--- src/rtl/pipe_hazard_ctrl_pkg.sv ---
// Shared CPU pipeline definitions: hazard-controller state encodings, defaults
// and the stage-control bundle the controller drives each cycle.
package pipe_hazard_ctrl_pkg;

   typedef enum logic [1:0] {
      ST_INIT     = 2'd0,
      ST_RUN      = 2'd1,
      ST_MEM_WAIT = 2'd2,
      ST_IO_WAIT  = 2'd3
   } state_e;

   localparam int TIMEOUT_DEFAULT = 255;
   localparam int CNT_W_DEFAULT   = 16;
   localparam int REG_W           = 5;

   typedef struct packed {
      logic pc_en;
      logic ifid_en;
      logic idex_en;
      logic exmem_en;
      logic ifid_flush;
      logic idex_flush;
   } ctrl_t;

   // Bit order follows ctrl_t: {pc, ifid, idex, exmem, ifid_flush, idex_flush}.
   localparam ctrl_t CTRL_INIT   = ctrl_t'(6'b0000_11);
   localparam ctrl_t CTRL_RUN    = ctrl_t'(6'b1111_00);
   localparam ctrl_t CTRL_FREEZE = ctrl_t'(6'b0000_00);
   localparam ctrl_t CTRL_BUBBLE = ctrl_t'(6'b0011_01);
   localparam ctrl_t CTRL_BRANCH = ctrl_t'(6'b1111_11);

endpackage

--- src/rtl/pipe_hazard_ctrl_hazard_detect.sv ---
// Load-use comparator: flags an ID-stage read of a register that the load
// currently in EX has not produced yet. x0 never creates a dependency.
module hazard_detect
   import pipe_hazard_ctrl_pkg::*;
(
   input  logic [REG_W-1:0] id_rs1,
   input  logic [REG_W-1:0] id_rs2,
   input  logic             id_uses_rs1,
   input  logic             id_uses_rs2,
   input  logic [REG_W-1:0] ex_rd,
   input  logic             ex_memread,
   input  logic             ex_regwrite,
   output logic             load_use
);

   logic rs1_hit;
   logic rs2_hit;

   assign rs1_hit  = id_uses_rs1 && (id_rs1 == ex_rd);
   assign rs2_hit  = id_uses_rs2 && (id_rs2 == ex_rd);
   assign load_use = ex_memread && ex_regwrite && (ex_rd != '0) && (rs1_hit || rs2_hit);

endmodule

--- src/rtl/pipe_hazard_ctrl.sv ---
// Pipeline hazard controller: load-use bubbles, branch flushes, and freezes
// for multi-cycle memory accesses (with timeout) and blocking IO.
module pipe_hazard_ctrl
   import pipe_hazard_ctrl_pkg::*;
#(
   parameter int TIMEOUT = TIMEOUT_DEFAULT,
   parameter int CNT_W   = CNT_W_DEFAULT
) (
   input  logic             clk,
   input  logic             rst_n,
   input  logic [REG_W-1:0] id_rs1,
   input  logic [REG_W-1:0] id_rs2,
   input  logic             id_uses_rs1,
   input  logic             id_uses_rs2,
   input  logic [REG_W-1:0] ex_rd,
   input  logic             ex_memread,
   input  logic             ex_regwrite,
   input  logic             branch_taken,
   input  logic             mem_req,
   input  logic             mem_ready,
   input  logic             io_req,
   input  logic             io_done,
   output logic             pc_en,
   output logic             ifid_en,
   output logic             idex_en,
   output logic             exmem_en,
   output logic             ifid_flush,
   output logic             idex_flush,
   output logic             timeout_err,
   output logic [CNT_W-1:0] stall_cnt,
   output logic [1:0]       state_o
);

   localparam int WAIT_W = (TIMEOUT < 2) ? 1 : $clog2(TIMEOUT + 1);
   localparam logic [WAIT_W-1:0] LAST_WAIT = WAIT_W'(TIMEOUT - 1);

   state_e            state;
   state_e            state_next;
   ctrl_t             ctrl;
   logic              load_use;
   logic [WAIT_W-1:0] wait_cnt;
   logic [WAIT_W-1:0] wait_cnt_next;
   logic              timeout_next;

   hazard_detect u_hazard_detect (
      .id_rs1      (id_rs1),
      .id_rs2      (id_rs2),
      .id_uses_rs1 (id_uses_rs1),
      .id_uses_rs2 (id_uses_rs2),
      .ex_rd       (ex_rd),
      .ex_memread  (ex_memread),
      .ex_regwrite (ex_regwrite),
      .load_use    (load_use)
   );

   // A memory stall outranks everything; frozen stages keep the other
   // requests stable, so they are simply seen again once RUN resumes.
   always_comb begin
      state_next = state;
      ctrl       = CTRL_RUN;
      unique case (state)
         ST_INIT: begin
            ctrl       = CTRL_INIT;
            state_next = ST_RUN;
         end
         ST_RUN: begin
            if (mem_req && !mem_ready) begin
               ctrl       = CTRL_FREEZE;
               state_next = ST_MEM_WAIT;
            end else if (io_req) begin
               ctrl       = CTRL_FREEZE;
               state_next = ST_IO_WAIT;
            end else if (branch_taken) begin
               ctrl = CTRL_BRANCH;
            end else if (load_use) begin
               ctrl = CTRL_BUBBLE;
            end
         end
         ST_MEM_WAIT: begin
            if (mem_ready || timeout_err) begin
               state_next = ST_RUN;
            end else begin
               ctrl = CTRL_FREEZE;
            end
         end
         ST_IO_WAIT: begin
            if (io_done) begin
               state_next = ST_RUN;
            end else begin
               ctrl = CTRL_FREEZE;
            end
         end
         default: begin
            ctrl       = CTRL_INIT;
            state_next = ST_INIT;
         end
      endcase
   end

   // wait_cnt holds the number of MEM_WAIT cycles already completed. The
   // timeout flag is registered one edge early so it is high during the
   // TIMEOUT-th wait cycle, which is also the cycle that releases the freeze.
   always_comb begin
      wait_cnt_next = (state == ST_MEM_WAIT) ? wait_cnt + WAIT_W'(1) : '0;
      timeout_next  = (state_next == ST_MEM_WAIT) && (wait_cnt_next == LAST_WAIT);
   end

   always_ff @(posedge clk or posedge rst_n) begin
      if (rst_n) begin
         state       <= ST_INIT;
         wait_cnt    <= '0;
         timeout_err <= 1'b0;
         stall_cnt   <= '0;
      end else begin
         state       <= state_next;
         wait_cnt    <= wait_cnt_next;
         timeout_err <= timeout_next;
         if (!ctrl.pc_en && (state != ST_INIT) && (stall_cnt != '1)) begin
            stall_cnt <= stall_cnt + CNT_W'(1);
         end
      end
   end

   assign pc_en      = ctrl.pc_en;
   assign ifid_en    = ctrl.ifid_en;
   assign idex_en    = ctrl.idex_en;
   assign exmem_en   = ctrl.exmem_en;
   assign ifid_flush = ctrl.ifid_flush;
   assign idex_flush = ctrl.idex_flush;
   assign state_o    = state;

endmodule

--- config.mk ---
export PLATFORM = sky130hd
export DESIGN_NAME = pipe_hazard_ctrl
export DESIGN_NICKNAME = d
export VERILOG_FILES = /design/src/rtl/pipe_hazard_ctrl_pkg.sv /design/src/rtl/pipe_hazard_ctrl_hazard_detect.sv /design/src/rtl/pipe_hazard_ctrl.sv
export SDC_FILE = /design/constraint.sdc
export NUM_CORES = 1
export LEC_CHECK = 0
export ABC_AREA = 1
export CORE_ASPECT_RATIO = 1.75
export CORE_MARGIN = 2
export CORE_UTILIZATION = 49
export CTS_CLUSTER_SIZE = 10
export DETAILED_ROUTE_END_ITERATION = 8
export PLACE_DENSITY = 0.91
export REMOVE_ABC_BUFFERS = 1
export SLEW_MARGIN = 40
export SYNTH_ARGS = -nofsm -noshare
export SYNTH_HDL_FRONTEND = slang
export SYNTH_HIERARCHICAL = 1
export SYNTH_SLANG_ARGS = --single-unit
--- constraint.sdc ---
create_clock -name clk -period 2.09 [get_ports clk]
set_clock_uncertainty 0.2 [all_clocks]
set_input_delay 0.209 -clock clk [delete_from_list [all_inputs] [get_ports clk]]
set_output_delay 0.209 -clock clk [all_outputs]
set_load 0.005 [all_outputs]
==> out/summary.txt, run 1 <==
number of buffers inserted for hold repair after clock tree synthesis = 0
global-route track usage on met1 = 0.2697
Die Area = 4423 um^2
share of layout cells above drive strength 1 = 0.2006
CTS Buf Count = 3
cell at the root of the clock tree = clkbuf_8
number of diodes added for antenna fixing = 0
count of filler cells inserted in the layout = 259
main combinational cell family by area after synthesis = simple AND/OR/NAND/NOR gates
deepest clock path buffer count = 2
largest net degree at the start of global routing = 28
cell family contributing the most delay on the critical path = buffers and inverters
Max IR drop VDD = 0.8773 mV
half-perimeter wire length after detailed placement = 3749 um
cells traversed along the worst timing path = clkdlybuf4s50_1, nand2_1, nor2_1, nand3_1, a21oi_2, a21oi_1, nand3_1, buf_4, nand3_4, nor2_8, bufbuf_16, nand2_1, nand2_1
portion of the post-synthesis area used by sequential elements = 0.3546
total power after layout = 3034 uW
category of the worst setup path capture point = register
DIE HEIGHT = 86.50 um
Slew Limit Headroom = 0.7330
final setup violation count = 0
ratio of final minimum period to clock period = 0.9478
GRT Resource Usage Total = 0.2680
r2r worst-path depth = 10
kind of path behind the tightest hold check = primary input to async pin
worst-case register-to-register setup slack = 0.11 ns
clock net sink count = 27
Max FO, Critical Path = 5
fin. max-slew vios = 0
Starting Density = 0.5026
adder and majority cell fraction of the synthesized area = 0.01313
hold violation count in the final report = 0
Port Buf Inserts = 50
I/O pins = 51
number of vias in the routed layout = 2055
met3 Usage GRT = 0.03276
met2 routing resource usage after global routing = 0.5018
routability congestion estimate from global placement = 0.8255
commonest cells after routing, fill and taps aside = nand2_1, inv_1, nor2_1
required time reported for the critical path endpoint = 2.11 ns
area added between synthesis and finish = 48.13%
cell with the most instances on the worst path = nand2_1
total number of cells along the worst setup path = 13
number of core rows = 30
area of the mapped netlist = 1906 um^2
Post-Syn Instances = 270
clock tree from TritonCTS = yes
number of synthesized register bits = 27
grt total ovfl = 0
Peak Freq = 504.8 MHz
number of library cell types mapped by synthesis = 26
H-Tree Level Count = 1
Compound-Gate Fraction of Synth Area = 0.09652
arrival time at the worst endpoint = 2.00 ns
Pre-antenna DRT Iters = 4
startpoint types = primary input
transition time of the tightest slew-check pin = 0.3955 ns
hold_ws = 0.06585 ns
Core Area = 3791 um^2
post-synthesis area per instance = 7.058 um^2
final layout net count = 378
Max stage delay cell, worst path = clkdlybuf4s50_1
width of the die = 51.14 um
FF-to-FF Start = stall_cnt[1]
DRC Markers = 0
via count of the first global-routing pass = 2044
xor/xnor share of the synthesized area = 0.05515
Leakage Power = 0.001401 uW
via density per instance = 5.176
clock-pin slew on the worst setup and hold paths = 0.10 ns
Setup TNS Final = 0 ns
Synth warnings = 6
Critical path buffers and inverters = 3
fin worst setup slack = 0.1090 ns
multiplexer share of the synthesized area = 0
worst setup path startpoint = id_uses_rs1
number of routed nets with antenna violations = 0
longest individual stage delay on the worst path = 0.46 ns
maximum capacitance violations = 0
source-to-sink clock delay at the later pin of the worst-skew pair = 0.29 ns
Post-Place Worst Slack = -0.3499 ns
post-synthesis share of cell area spent on and, or, nand and nor gates = 0.3782
antenna violations before repair = 0
global-route wire length before repair = 8921 um
final critical-path required period = 1.981 ns
category of the critical setup timing path = primary input to register
outcome = finished clean
most common cell after layout, fill and taps aside = nand2_1
global route hottest layer = met2
post-detailed-route wirelength per cell = 14.42 um
Routed WL = 5725 um
power per cell area = 1075 nW/um^2
number of DRC markers in iteration 0 = 100
-- state kept, by name, indices dropped and copies added (netlist names) --
signal       cells
state_o          2
wait_cnt         8
stall_cnt       16
timeout_err      1
-- report_power, final --
part	internal, uW	total (uW)	switching, uW
clock	135	314	179
sequential	658	840	182
combinational	1080	1880	800
-- per-stage QoR --
stage / instance area (um^2) / util / std cells
after floorplan: 1868 / - / 266
after global placement: 2564 / 0.6762 / 377
after detailed placement: 2564 / 0.6762 / 377
after CTS: 2760 / 0.7281 / 389
after global routing: 2823 / 0.7446 / 397
final: 2823 / 0.7446 / 397
-- area by class of cell --
cell class	count	area, um^2	area share
flip-flops and latches	27	675.6	0.2394
multi-input cells	197	1071	0.3794
inverters	42	157.7	0.05585
repair buffers	79	812.0	0.2877
clock buffers	3	41.29	0.01463
well taps	48	60.06	0.02128
clock inverters	1	5.005	0.001773
-- tightest hold or removal path, cell delays in order --
cell and delay [ns]:
clkdlybuf4s50_1 0.39, inv_1 0.05, buf_4 0.32
-- per-layer routing --
metal	up-vias	wire length (um)
met3	23	271
met2	76	3222
met1	958	2005
li1	998	-
met4	0	225
met5	-	0
-- cells in the mapped netlist, drive strengths merged --
master | number | share of area
a21oi | 4 | 0.011
xor2 | 11 | 0.051
xnor2 | 1 | 0.0046
or3 | 1 | 0.0033
dfrtp | 27 | 0.35
o21a | 1 | 0.0079
o311ai | 1 | 0.0046
ha | 2 | 0.013
nor3 | 3 | 0.0079
nand3 | 24 | 0.079
nand2 | 86 | 0.17
o21bai | 1 | 0.0039
nand4 | 5 | 0.016
inv | 42 | 0.083
buf | 4 | 0.020
nor2 | 38 | 0.10
o21ai | 19 | 0.070
-- timing repair --
item                       4_1_cts  5_1_grt
setup buffers                    9        8
pin swaps                       13        7
cloned                           3        0
gates resized for setup         38        7
setup endpoints to repair       19       18
-- cell families after synthesis --
logic type / count (synthesis)
AO/OA/AOI/OAI: 26
buffers and inverters: 46
adder cells (fa/ha/maj): 2
XOR/XNOR: 12
AND/OR/NAND/NOR: 157
flip-flops: 27
-- worst paths after layout --
kind,end
worst max-delay path,stall_cnt[1]
worst min-delay path,wait_cnt[5]
worst max register to register,stall_cnt[14]
worst min register to register,wait_cnt[0]
max in group asynchronous,stall_cnt[10]
min in group clk,wait_cnt[0]
No activity file was read; power rests on OpenSTA's default activity.
==> run 2, diff against run 1 <==
--- a/config.mk
+++ b/config.mk
@@ -14,5 +14,5 @@
 export PLACE_DENSITY = 0.91
 export REMOVE_ABC_BUFFERS = 1
-export SLEW_MARGIN = 40
+export SLEW_MARGIN = 0
 export SYNTH_ARGS = -nofsm -noshare
 export SYNTH_HDL_FRONTEND = slang
==> constraint.sdc (replaced) <==
create_clock -name clk -period 2.09 [get_ports clk]
set_clock_uncertainty 0.2 [all_clocks]
set_input_delay 0.209 -clock clk [delete_from_list [all_inputs] [get_ports clk]]
set_output_delay 0.209 -clock clk [all_outputs]
set_load 0.05 [all_outputs]
==> run 2 against run 1 <==
  * First-iteration DRC count shrank 43%
  * Wire length shrank 17%
  * Final cell count shrank 5.8%
  * Register-to-register slack gained 0.09 ns
  * Clock power shrank 8.3%
  * Cell area shrank 6.3%
  * Die area is the same
  * Utilization shrank 4.7 points
  * Flip-flop and latch count is the same
==> out/summary.txt, run 2 (same netlist as run 1, synthesis figures left out) <==
clock tree from TritonCTS = yes
hold violation count in the final report = 0 (unchanged)
Max IR drop VDD = 1.027 mV (+17%)
Peak Freq = 495.6 MHz (-1.8%)
worst-case register-to-register setup slack = 0.20 ns (+0.09 ns)
antenna violations before repair = 0 (unchanged)
deepest clock path buffer count = 2 (unchanged)
I/O pins = 51 (unchanged)
DRC Markers = 0 (unchanged)
area added between synthesis and finish = 38.81%
Slew Limit Headroom = 0.6627 (-0.07029)
final layout net count = 355 (-6.1%)
setup repair after global routing missed its margin = no
switch share = 0.5075 (+0.1251)
number of DRC markers in iteration 0 = 57 (-43%)
source-to-sink clock delay at the later pin of the worst-skew pair = 0.26 ns (-0.03 ns)
placed cell count = 370 (-1.9%)
Starting Density = 0.5026 (unchanged)
post-route non-filler standard cell count = 374 (-5.8%)
Max stage delay cell, worst path = clkdlybuf4s50_1
outcome = finished clean
clock net sink count = 27 (unchanged)
Internal Power = 1564 uW (-17%)
total power after layout = 3176 uW (+4.7%)
Core Area = 3791 um^2 (unchanged)
Leakage Power = 0.001333 uW (-4.8%)
final critical-path required period = 2.018 ns (+0.03674 ns)
Combinational Power Share = 0.645 (+0.025)
maximum capacitance violations = 0 (unchanged)
cell family contributing the most delay on the critical path = buffers and inverters
grt total ovfl = 0 (unchanged)
arrival time at the worst endpoint = 1.61 ns (-0.39 ns)
most common cell after layout, fill and taps aside = nand2_1
fraction of power consumed by sequential logic = 0.265 (-0.012)
r2r worst-path depth = 9 (-1)
Switching Power = 1612 uW (+39%)
ratio of final minimum period to clock period = 0.9654 (+0.01758)
cell at the root of the clock tree = clkbuf_8
via count of the first global-routing pass = 1883 (-7.9%)
number of diodes added for antenna fixing = 0 (unchanged)
worst setup path startpoint = state_o[1]
Routed WL = 4764 um (-17%)
share of layout cells above drive strength 1 = 0.1472 (-0.05333)
number of vias in the routed layout = 1890 (-8.0%)
number of buffers inserted for hold repair after clock tree synthesis = 0 (unchanged)
Port Buf Inserts = 50 (unchanged)
number of routed nets with antenna violations = 0 (unchanged)
GRT Resource Usage Total = 0.2208 (-0.04723)
area of combinational cells with multiple inputs = 1069 um^2 (-0.23%)
number of core rows = 30 (unchanged)
via density per instance = 5.053 (-2.4%)
kind of path behind the tightest hold check = primary input to async pin
worst setup path end = state_o[1]
largest net degree at the start of global routing = 28 (unchanged)
transition time of the tightest slew-check pin = 0.5044 ns (+0.1089 ns)
final setup violation count = 0 (unchanged)
global-route wire length before repair = 7590 um (-15%)
Max FO, Critical Path = 5 (unchanged)
required time reported for the critical path endpoint = 1.68 ns (-0.43 ns)
register with the most flip-flops = stall_cnt
clock-pin slew on the worst setup and hold paths = 0.09 ns (about the same)
post-detailed-route wirelength per cell = 12.74 um (-12%)
area taken by flip-flops and latches = 675.6 um^2 (unchanged)
FF-to-FF Start = stall_cnt[1]
CTS Buf Count = 3 (unchanged)
category of the worst setup path capture point = output pin
routability congestion estimate from global placement = 0.8257 (about the same)
H-Tree Level Count = 1 (unchanged)
longest individual stage delay on the worst path = 0.85 ns (+0.39 ns)
Critical path buffers and inverters = 1 (-2)
max reg flops = 16 (unchanged)
DIE HEIGHT = 86.50 um (unchanged)
category of the critical setup timing path = register to output pin
power per cell area = 1201 nW/um^2 (+12%)
count of filler cells inserted in the layout = 293 (+13%)
startpoint types = register
Pre-antenna DRT Iters = 4 (unchanged)
width of the die = 51.14 um (unchanged)
fin. max-slew vios = 0 (unchanged)
half-perimeter wire length after detailed placement = 3529 um (-5.9%)
Die Area = 4423 um^2 (unchanged)
cells traversed along the worst timing path = clkdlybuf4s50_1
clock share of power = 0.091 (-0.012)
total number of cells along the worst setup path = 1 (-12)
commonest cells after routing, fill and taps aside = nand2_1, inv_1, nor2_1
Reg-to-Reg End = stall_cnt[10]
==> run 2: cell types whose count changed in the layout (fill, tap and decap cells not counted), moves of 3 or more <==
| cell | before | now |
|---|---|---|
| o21ai_0 | 5 | 8 |
| dlygate4sd2_1 | 17 | 5 |
| nand2_2 | 4 | 1 |
| buf_12 | 4 | 7 |
| buf_4 | 20 | 5 |
| dlymetal6s2s_1 | 1 | 10 |
==> run 2: power by group through the flow <==
stage          logic, uW  registers, uW  clock network [uW]
2_1_floorplan        809           1260                   0
3_3_place_gp        1990            843                   0
3_5_place_dp        2020            844                   0
4_1_cts             2050            837                 301
5_1_grt             2170            863                 313
6_report            2050            841                 288
==> run 2: worst min-delay path by stage <==
stage	startpoint	to	slack (ns)
floorplan	rst_n	stall_cnt[0]	0.06
global placement	wait_cnt[0]	wait_cnt[0]	0.29
detailed placement	wait_cnt[0]	wait_cnt[0]	0.30
CTS	rst_n	wait_cnt[6]	0.1
global route	rst_n	wait_cnt[7]	0.15
finish	rst_n	wait_cnt[7]	0.1
==> run 2: layer usage <==
metal	GRT usage	part of all wire
met1	0.2210	0.37
met2	0.4309	0.58
met3	0.02069	0.032
met4	0.1106	0.018
met5	0	0
==> run 2: what timing repair did <==
action,CTS,global route
endpoints found under the setup margin,3,20
buffers inserted,0,0
pin swaps,1,12
resized for setup,11,13
==> run 2: per-stage QoR <==
stage | cell area [um^2] | hold slack (ns) | setup WS, ns | util | TNS [ns]
floorplan | 1868 | 0.06172 | -1.074 | - | -1.822
global placement | 2546 | 0.2936 | -0.2041 | 0.6716 | -3.443
detailed placement | 2546 | 0.2975 | -0.2590 | 0.6716 | -4.252
CTS | 2611 | 0.09967 | 0.04070 | 0.6888 | 0
global route | 2645 | 0.1454 | 0.02157 | 0.6977 | 0
finish | 2645 | 0.09523 | 0.07231 | 0.6977 | 0
==> run 2: layout make-up <==
type | instances | share of cell area
inverters | 42 | 0.05960
flip-flops and latches | 27 | 0.2554
repair buffers | 56 | 0.2408
multi-input cells | 197 | 0.4040
clock buffers | 3 | 0.01561
clock inverters | 1 | 0.001892
well taps | 48 | 0.02271
==> RTL change (settings of run 1) <==
The package constant `TIMEOUT_DEFAULT` goes from 255 to 510.
--- a/src/rtl/pipe_hazard_ctrl_pkg.sv
+++ b/src/rtl/pipe_hazard_ctrl_pkg.sv
@@ -11,3 +11,3 @@
 
-   localparam int TIMEOUT_DEFAULT = 255;
+   localparam int TIMEOUT_DEFAULT = 510;
    localparam int CNT_W_DEFAULT   = 16;
Check against the original RTL: no difference found for any inputs over 10 cycles, from zero or initial values and one cycle with rst_n high; that may be too few to reach the edited logic, so the function may still have changed.
==> RTL change against run 1 <==
  * Worst setup slack worse by 0.073 ns
  * Worst hold slack better by 0.023 ns
  * Fmax is 3.6% lower
  * Total power is 30% lower
  * Synthesized area is 2.2% higher
  * Synthesized cell count is 14% higher
  * Cell area is 0.98% lower
  * Sequential power is 15% lower
  * Clock power is 5% lower
  * Core utilization is 1.4 points lower
  * Count of clock-buffer cells in the layout stayed put
  * Sequential cell count is 1 higher
  * Wire length is 0.26% higher
==> RTL change: results <==
# TYPE chip_impl_metric gauge
chip_impl_metric{name="routed_vias_inst",unit=""} 5.18
chip_impl_metric{name="dp_hpwl",unit="mm"} 3.81
chip_impl_metric{name="nNetsFinal",unit=""} 410
chip_impl_metric{name="worst_ep_arrival_time",unit="ns"} 2.02
chip_impl_metric{name="insertion_delay",unit="ns"} 0.27
chip_impl_metric{name="power.density",unit="nW/um2"} 763
chip_impl_metric{name="vdd_ir_drop_max",unit="mV"} 0.690
chip_impl_metric{name="synth-seq-area-share",unit="%"} 36.0
chip_impl_metric{name="reg2reg_path_depth",unit=""} 13
chip_impl_metric{name="initialDrtViolationCount",unit=""} 110
chip_impl_info{name="worstReg2RegEnd",value="stall_cnt[12]"} 1
chip_impl_info{name="outcome",value="finished clean"} 1
chip_impl_info{name="critical_path_class",value="flip-flop to flip-flop"} 1
chip_impl_metric{name="reg2reg_slack",unit="ns"} 0.04
chip_impl_info{name="crit_slowest_cell",value="dfrtp_1"} 1
chip_impl_metric{name="worst-slew-pin-transition",unit="ns"} 0.405
chip_impl_metric{name="synthXorXnorAreaFrac",unit="%"} 4.05
chip_impl_metric{name="post_route_cells_drive_above_1_share",unit="%"} 16.8
chip_impl_metric{name="slowest_delay",unit="ns"} 0.43
chip_impl_metric{name="synth_cell_type_count",unit=""} 24
chip_impl_metric{name="place_congestion",unit=""} 0.859
chip_impl_info{name="reg2reg_from",value="state_o[0]"} 1
chip_impl_metric{name="grt_pass1_vias",unit=""} 2223
chip_impl_metric{name="synth_fa_ha_area_share",unit="%"} 1.28
chip_impl_metric{name="critical_path.max_fanout",unit=""} 4
chip_impl_metric{name="largest_register_ffs",unit=""} 16
chip_impl_metric{name="drt-wirelength-per-cell",unit="um"} 13.4
chip_impl_metric{name="globalRouteTotalUtil",unit="%"} 26.7
chip_impl_metric{name="largest_net_degree_at_the_start_of_global_routing",unit=""} 29
## RTL change: final cells by class
| type | count | area [um2] |
|---|---|---|
| flip-flops and latches | 28 | 702 |
| multi-input cells | 228 | 1130 |
| clock buffers | 3 | 41.3 |
| repair buffers | 74 | 689 |
| fillers | 278 | 1030 |
| well taps | 48 | 60.1 |
| inverters | 47 | 176 |
## RTL change: logic make-up (layout without fill, tap and decap cells)
| kind of cell | count (synthesis) | count (layout) |
|---|---|---|
| buf+inv | 52 | 124 |
| flops | 28 | 28 |
| fa+ha+maj | 2 | 2 |
| compound gates | 7 | 7 |
| xor+xnor | 9 | 9 |
| simple gates | 210 | 210 |
## RTL change: through the flow
step | worst slack, ns | cell area, um2 | instances | util (%) | power (uW)
after floorplan | 0.464 | 1910 | 303 | - | 1110
after global placement | -0.406 | 2580 | 415 | 67.5 | 1610
after detailed placement | -0.478 | 2580 | 415 | 67.5 | 1640
after CTS | -0.00956 | 2720 | 427 | 71.1 | 2010
after global routing | -0.0419 | 2800 | 428 | 73.0 | 2260
final | 0.0358 | 2800 | 428 | 73.0 | 2130
## RTL change: worst min-delay path, cell delays in order
cell	delay (ns)
clkdlybuf4s50_1	0.39
inv_1	0.05
buf_4	0.33
## RTL change: where the power goes
part / switching (uW) / leakage [uW] / internal (uW)
sequential: 99.5 / 0.000376 / 613
combinational: 552 / 0.00114 / 569
clock: 169 / 0.0000216 / 130
## RTL change: repair_timing
item                                    CTS  global route
gates resized for setup                  37            33
buffers inserted                          9             0
endpoints found under the setup margin   21            20
cloned                                    0             1
pin swaps                                13            13
## RTL change: metal layers
layer  wire, um  global-route usage [%]
met5          0                       0
met2       3170                    49.4
met4        246                    14.6
met1       2050                    28.2
met3        272                    3.26
